File: config.mk
export PLATFORM = sky130hd
export DESIGN_NAME = calculadora_preco_seq
export DESIGN_NICKNAME = d
export VERILOG_FILES = /design/src/rtl/calculadora_preco_seq.sv
export SDC_FILE = /design/constraint.sdc
export NUM_CORES = 1
export LEC_CHECK = 0
export CORE_MARGIN = 2
export CORE_UTILIZATION = 48
export DETAILED_ROUTE_END_ITERATION = 8
export HOLD_SLACK_MARGIN = 0.05
export PLACE_DENSITY = 0.69
export REMOVE_ABC_BUFFERS = 1
export SYNTH_ARGS = -nofsm -noshare
export SYNTH_HDL_FRONTEND = slang
export SYNTH_SLANG_ARGS = --single-unit
File: constraint.sdc
create_clock -name clk -period 7.1 [get_ports clk]
set_clock_uncertainty 0.1 [all_clocks]
set_input_delay 1.42 -clock clk [delete_from_list [all_inputs] [get_ports clk]]
set_output_delay 1.42 -clock clk [all_outputs]
set_load 0.02 [all_outputs]
File: src/rtl/calculadora_preco_seq.sv
// Sequential price calculator for a weighing scale.
// A start request captures the net weight (gross minus tare) and the price per kg.
// The datapath then runs three fixed-length phases:
//   - a shift-add multiply (price * net),
//   - a restoring divide by 1000 (grams*cents/kg -> cents),
//   - a restoring divide by 100 (cents -> euros + cents).
// Each phase has a fixed length, so the result latency is constant.
// Results can optionally be accumulated into a saturating running total.
//
// Handshake: start is sampled only while busy=0. busy rises on the edge that
// accepts start and falls on the edge that raises done. done is a one-cycle
// pulse. The result outputs are valid from that pulse until the next one.
module calculadora_preco_seq #(
  parameter int W_PESO       = 14,
  parameter int W_PRECO      = 9,
  parameter int W_TOT        = 20,
  parameter int TARA_DEFAULT = 40
) (
  input  logic                      clk,
  input  logic                      rst,
  input  logic                      start,
  input  logic [W_PESO-1:0]         pesoemgramas,
  input  logic [W_PRECO-1:0]        centimos,
  input  logic                      acumular,
  input  logic                      tara_load,
  input  logic [W_PESO-1:0]         tara_in,
  input  logic                      limpar_total,
  output logic                      busy,
  output logic                      done,
  output logic [W_PESO+W_PRECO-10:0] precofinalinteiro,
  output logic [6:0]                precofinalfracao,
  output logic                      abaixo_tara,
  output logic [W_TOT-1:0]          total_cent,
  output logic                      total_ovf
);

  localparam int W_PROD = W_PESO + W_PRECO;
  localparam int W_CENT = W_PROD - 9;
  localparam int W_CNT  = $clog2(W_PROD + 1);
  localparam int W_SUM  = ((W_TOT > W_CENT) ? W_TOT : W_CENT) + 1;

  localparam logic [W_CNT-1:0] CNT_MUL  = W_CNT'(W_PRECO - 1);
  localparam logic [W_CNT-1:0] CNT_DIV1 = W_CNT'(W_PROD - 1);
  localparam logic [W_CNT-1:0] CNT_DIV2 = W_CNT'(W_CENT - 1);
  localparam logic [W_SUM-1:0] TOT_MAX  = W_SUM'({W_TOT{1'b1}});

  typedef enum logic [2:0] {
    S_IDLE = 3'd0,
    S_MUL  = 3'd1,
    S_DIV1 = 3'd2,
    S_DIV2 = 3'd3,
    S_DONE = 3'd4
  } state_t;

  state_t              r_state;
  logic [W_CNT-1:0]    r_cnt;
  logic [W_PESO-1:0]   r_tara;
  logic [W_PROD-1:0]   r_mcand;
  logic [W_PRECO-1:0]  r_mplier;
  logic [W_PROD-1:0]   r_prod;
  logic [9:0]          r_rem1;
  logic [W_CENT-1:0]   r_cents;
  logic [W_CENT-1:0]   r_cents_keep;
  logic [6:0]          r_rem2;
  logic                r_acc;
  logic                r_abaixo;

  logic                w_abaixo;
  logic [W_PESO-1:0]   w_net;
  logic [10:0]         w_trial1;
  logic                w_bit1;
  logic [9:0]          w_rem1_nx;
  logic [W_PROD-1:0]   w_prod_shift;
  logic [7:0]          w_trial2;
  logic                w_bit2;
  logic [6:0]          w_rem2_nx;
  logic [W_CENT-1:0]   w_cents_shift;
  logic [W_SUM-1:0]    w_sum;

  // Net weight and one restoring-division step for each divider phase.
  always_comb begin
    w_abaixo      = (pesoemgramas < r_tara);
    w_net         = w_abaixo ? '0 : (pesoemgramas - r_tara);
    // Divide by 1000: the remainder stays below 1000, so the trial value fits in 11 bits.
    w_trial1      = {r_rem1, r_prod[W_PROD-1]};
    w_bit1        = (w_trial1 >= 11'd1000);
    w_rem1_nx     = w_bit1 ? 10'(w_trial1 - 11'd1000) : w_trial1[9:0];
    w_prod_shift  = {r_prod[W_PROD-2:0], w_bit1};
    // Divide by 100: the remainder stays below 100, so the trial value fits in 8 bits.
    w_trial2      = {r_rem2, r_cents[W_CENT-1]};
    w_bit2        = (w_trial2 >= 8'd100);
    w_rem2_nx     = w_bit2 ? 7'(w_trial2 - 8'd100) : w_trial2[6:0];
    w_cents_shift = {r_cents[W_CENT-2:0], w_bit2};
    w_sum         = W_SUM'(total_cent) + W_SUM'(r_cents_keep);
  end

  // Tare register; loads at any time. A load is not seen by a start in the same cycle.
  always_ff @(posedge clk or posedge rst) begin
    if (rst) r_tara <= W_PESO'(TARA_DEFAULT);
    else if (tara_load) r_tara <= tara_in;
  end

  // Control FSM and arithmetic datapath, with registered result outputs.
  always_ff @(posedge clk or posedge rst) begin
    if (rst) begin
      r_state           <= S_IDLE;
      r_cnt             <= '0;
      r_mcand           <= '0;
      r_mplier          <= '0;
      r_prod            <= '0;
      r_rem1            <= '0;
      r_cents           <= '0;
      r_cents_keep      <= '0;
      r_rem2            <= '0;
      r_acc             <= 1'b0;
      r_abaixo          <= 1'b0;
      busy              <= 1'b0;
      done              <= 1'b0;
      precofinalinteiro <= '0;
      precofinalfracao  <= '0;
      abaixo_tara       <= 1'b0;
    end else begin
      done <= 1'b0;
      case (r_state)
        S_IDLE: begin
          if (start) begin
            r_mcand  <= W_PROD'(w_net);
            r_mplier <= centimos;
            r_prod   <= '0;
            r_acc    <= acumular;
            r_abaixo <= w_abaixo;
            r_cnt    <= '0;
            busy     <= 1'b1;
            r_state  <= S_MUL;
          end
        end
        S_MUL: begin
          // One multiplier bit per cycle, LSB first; the product cannot exceed W_PROD bits.
          if (r_mplier[0]) r_prod <= r_prod + r_mcand;
          r_mcand  <= r_mcand << 1;
          r_mplier <= r_mplier >> 1;
          if (r_cnt == CNT_MUL) begin
            r_cnt   <= '0;
            r_rem1  <= '0;
            r_state <= S_DIV1;
          end else begin
            r_cnt <= r_cnt + W_CNT'(1);
          end
        end
        S_DIV1: begin
          r_prod <= w_prod_shift;
          r_rem1 <= w_rem1_nx;
          if (r_cnt == CNT_DIV1) begin
            // The quotient is below 2^W_CENT, so the upper bits are always zero.
            r_cents      <= w_prod_shift[W_CENT-1:0];
            r_cents_keep <= w_prod_shift[W_CENT-1:0];
            r_rem2       <= '0;
            r_cnt        <= '0;
            r_state      <= S_DIV2;
          end else begin
            r_cnt <= r_cnt + W_CNT'(1);
          end
        end
        S_DIV2: begin
          r_cents <= w_cents_shift;
          r_rem2  <= w_rem2_nx;
          if (r_cnt == CNT_DIV2) begin
            r_cnt   <= '0;
            r_state <= S_DONE;
          end else begin
            r_cnt <= r_cnt + W_CNT'(1);
          end
        end
        S_DONE: begin
          precofinalinteiro <= r_cents;
          precofinalfracao  <= r_rem2;
          abaixo_tara       <= r_abaixo;
          done              <= 1'b1;
          busy              <= 1'b0;
          r_state           <= S_IDLE;
        end
        default: r_state <= S_IDLE;
      endcase
    end
  end

  // Running total. A clear wins over an accumulation in the same cycle.
  always_ff @(posedge clk or posedge rst) begin
    if (rst) begin
      total_cent <= '0;
      total_ovf  <= 1'b0;
    end else if (limpar_total) begin
      total_cent <= '0;
      total_ovf  <= 1'b0;
    end else if ((r_state == S_DONE) && r_acc) begin
      if (w_sum > TOT_MAX) begin
        total_cent <= {W_TOT{1'b1}};
        total_ovf  <= 1'b1;
      end else begin
        total_cent <= w_sum[W_TOT-1:0];
      end
    end
  end

endmodule

==> results.sh <==
export IMPL_status="finished, final reports clean"
export IMPL_synthArstFlopShare_pct=100
export IMPL_rows=51
export IMPL_utilization_pct=57.6
export IMPL_tns_ps=0
export IMPL_fp_dieH_microns=144
export IMPL_synth_edf_count=0
export IMPL_grt_setup_unrepaired="false"
export IMPL_finalWeightedCongestion=0.838
export IMPL_hold_buffers=0
export IMPL_grt_overflow=0
export IMPL_cts_reportedPaths_clkPinSlew_ps=70
export IMPL_grt_usage_pct=20.2
export IMPL_worstPathCellList="clkdlybuf4s50_1 > inv_1 > ha_1 > fa_1 > nor2b_1 > o31a_1 > nor4_2 > o31a_1 > a21oi_1 > a41o_1 > a221oi_1 > nor2_1"
export IMPL_power_frac_seq_pct=45.4
export IMPL_combPwrFrac_pct=14.0
export IMPL_timing_final_ws_setup_ps=2970
export IMPL_drc=0
export IMPL_reg2reg_depth=10
export IMPL_cts_setup_buffers=0
export IMPL_yosys_register_bits=169
export IMPL_worstPathMaxFanout=15
export IMPL_fin_nets=1152
export IMPL_path_common_cell="o31a_1"
export IMPL_end_kind="flip-flop"
export IMPL_crit_type="input port to flip-flop"
export IMPL_io_buffers=87
export IMPL_worst_setup_path_start_kind="input port"
export IMPL_setup_viol=0
export IMPL_cpPeakStageDelay_ps=540
export IMPL_hp_start="r_tara[5]"
export IMPL_power_mw=2.44
export IMPL_dr_total_vias=7354
export IMPL_fin_crit_ps=4130
export IMPL_drt_first_pass_iters=5
export IMPL_yosysWarnings=0
export IMPL_syn2layout_area_growth_pct=18.4
export IMPL_instances_no_fill=1327
export IMPL_grt_max_degree=117
export IMPL_die_area_sq_um=20800
export IMPL_wire_per_inst_microns=14.8
export IMPL_cts_tree="built"
export IMPL_hpwl_microns=14000
export IMPL_htreeDepth=4
export IMPL_drtIter0Drc=330
export IMPL_dpl_cell_count=1295
export IMPL_switching_power_mw=0.649
export IMPL_viasPerCell=5.54
export IMPL_die_w_microns=144
export IMPL_vdd_drop_max_mv=0.170
export IMPL_crit_cells=12
export IMPL_worst_pin_slew_ps=1010
export IMPL_synthCells=979
export IMPL_place_ws_ps=2580
export IMPL_clock_sinks=169
export IMPL_io_pins=88
export IMPL_cp_arrival_ps=4380
export IMPL_rr_startpoint="r_prod[0]"
export IMPL_core_sq_um=19400
export IMPL_cts_inserted_buffers=17
export IMPL_root_buffer="clkbuf_16"
export IMPL_min_path_type="flip-flop to flip-flop"
export IMPL_cp_top_family="compound AO/OA/AOI/OAI gates"
export IMPL_initial_utilization_pct=48.7
export IMPL_required_ps=7360
export IMPL_powerDensity_nw_per_um2=218
export IMPL_drt_wl_total_microns=19700
export IMPL_ys_seq_area_share_pct=44.8
export IMPL_fmax_mhz=242
export IMPL_yosys_most_used_dff="dfrtp_1"
export IMPL_power_leakage_nw=5.16
export IMPL_ctsResizeCount=0
export IMPL_drive_gt1_share_pct=8.95
export IMPL_maxCapViolations=0
export IMPL_clk_path_buf_depth=2
export IMPL_sw_frac_of_total_pct=26.6
export IMPL_grt_pass1_wl_microns=34000
export IMPL_grt_pass1_vias=6933
export IMPL_startpoint="pesoemgramas[0]"
export IMPL_antenna_found_initial=0
export IMPL_fin_crit_sh_pct=58.2
export IMPL_worstHoldPathCells=2
export IMPL_ys_types=67
export IMPL_p_int_mw=1.79
export IMPL_n_antenna_cell=0
export IMPL_final_antenna_net_count=0
export IMPL_clkPwrFrac_pct=40.6
export IMPL_synth_avg_cell_area_sq_um=9.65
export IMPL_max_slew_margin_pct=32.1
export IMPL_syn_area_sq_um=9450
export IMPL_drv_slew=0
export IMPL_hold_viol_final=0
export IMPL_path_buf_inv=2
export IMPL_clk_latency_ps=430
export IMPL_critPathSlowestCell="a41o_1"
[power groups by stage]
stage | sequential (mW) | clock [mW] | combinational, mW
final | 1.11 | 0.990 | 0.342
after global routing | 1.12 | 1.05 | 0.393
after CTS | 1.11 | 1.01 | 0.346
after detailed placement | 1.13 | 0 | 0.345
after global placement | 1.12 | 0 | 0.334
after floorplan | 1.10 | 0 | 0.267
[cells by family (layout without fill, tap and decap cells)]
| logic type | Yosys count | count (layout) | synth area share (%) |
|---|---|---|---|
| DFF | 169 | 169 | 44.8 |
| buffers and inverters | 86 | 169 | 3.48 |
| adders and majority gates | 60 | 60 | 8.18 |
| and+or+nand+nor | 297 | 297 | 14.1 |
| xor gates and xnor gates | 52 | 52 | 4.82 |
| AOI/OAI and AO/OA | 274 | 274 | 19.9 |
| muxes | 41 | 41 | 4.81 |
[through the flow]
step / hold slack, ps / cell area [sq um]
finish: 395 / 11200
global route: 405 / 11200
CTS: 401 / 11200
detailed placement: 386 / 10600
global placement: 378 / 10600
floorplan: 356 / 9280
[worst register-to-register path, delay by kind of cell (launching register included)]
| family | cells | cell delay (ps) |
|---|---|---|
| fa+ha+maj | 2 | 660 |
| flops | 1 | 450 |
| mux | 1 | 130 |
| compound gates | 7 | 1840 |
[cells in the mapped netlist (16+ instances only)]
cell	instances	share of area (%)
a31oi_1	17	1.1
a221oi_1	23	2.1
o21ai_0	78	4.1
a22oi_1	22	1.7
clkbuf_1	37	1.5
a21o_1	17	1.4
dfrtp_1	167	44
xnor2_1	33	3.1
nand2_1	106	4.2
ha_1	57	7.5
inv_1	42	1.7
nor2_1	108	4.3
a21oi_1	42	2.2
nor3_1	16	0.85
mux2_2	35	4.2
xor2_1	19	1.8
[cell type report]
class / count / area (sq um)
repair buffers: 95 / 931
clock buffers: 21 / 470
inverters: 42 / 163
well taps: 265 / 332
clock inverters: 11 / 158
multi-input cells: 724 / 4900
fillers: 1723 / 8220
flip-flops and latches: 169 / 4230
[routing by layer]
| layer | vias up | wire, microns | global-route usage (%) |
|---|---|---|---|
| li1 | 3662 | - | - |
| met1 | 3504 | 9640 | 28.4 |
| met2 | 166 | 8930 | 31.8 |
| met3 | 22 | 777 | 3.31 |
| met4 | 0 | 342 | 6.80 |
| met5 | - | 0 | 0 |
[state kept, by name (all words and copies together), names as in the netlist, 3 cells and up]
name,cells
precofinalfracao,7
r_tara,14
r_rem2,7
r_cents_keep,14
total_cent,20
r_state,3
r_cnt,5
r_rem1,10
r_cents,14
r_mcand,23
precofinalinteiro,14
r_mplier,9
r_prod,23
[layout by cell type, fill, tap and decap left out, drive strengths merged, types with 17 or more instances in the layout]
master	synthesis	layout
clkdlybuf4s50	0	87
nor2	108	108
a221oi	24	24
a31oi	17	17
clkbuf	37	21
nand2	106	106
inv	42	47
a21oi	42	42
xnor2	33	33
mux2	35	35
dfrtp	167	167
o21ai	80	80
xor2	19	19
a21o	17	17
a22oi	22	22
ha	57	57
[final timing paths]
check | endpoint | slack (ps)
hold reg to reg | r_tara[5] | 390
min in group asynchronous | precofinalinteiro[9] | 1510
setup reg to reg | r_prod[22] | 3780
setup / recovery | r_mcand[10] | 2970
max in group asynchronous | abaixo_tara | 4090
hold / removal | r_tara[5] | 390
Power figures use the tool's default switching activity.
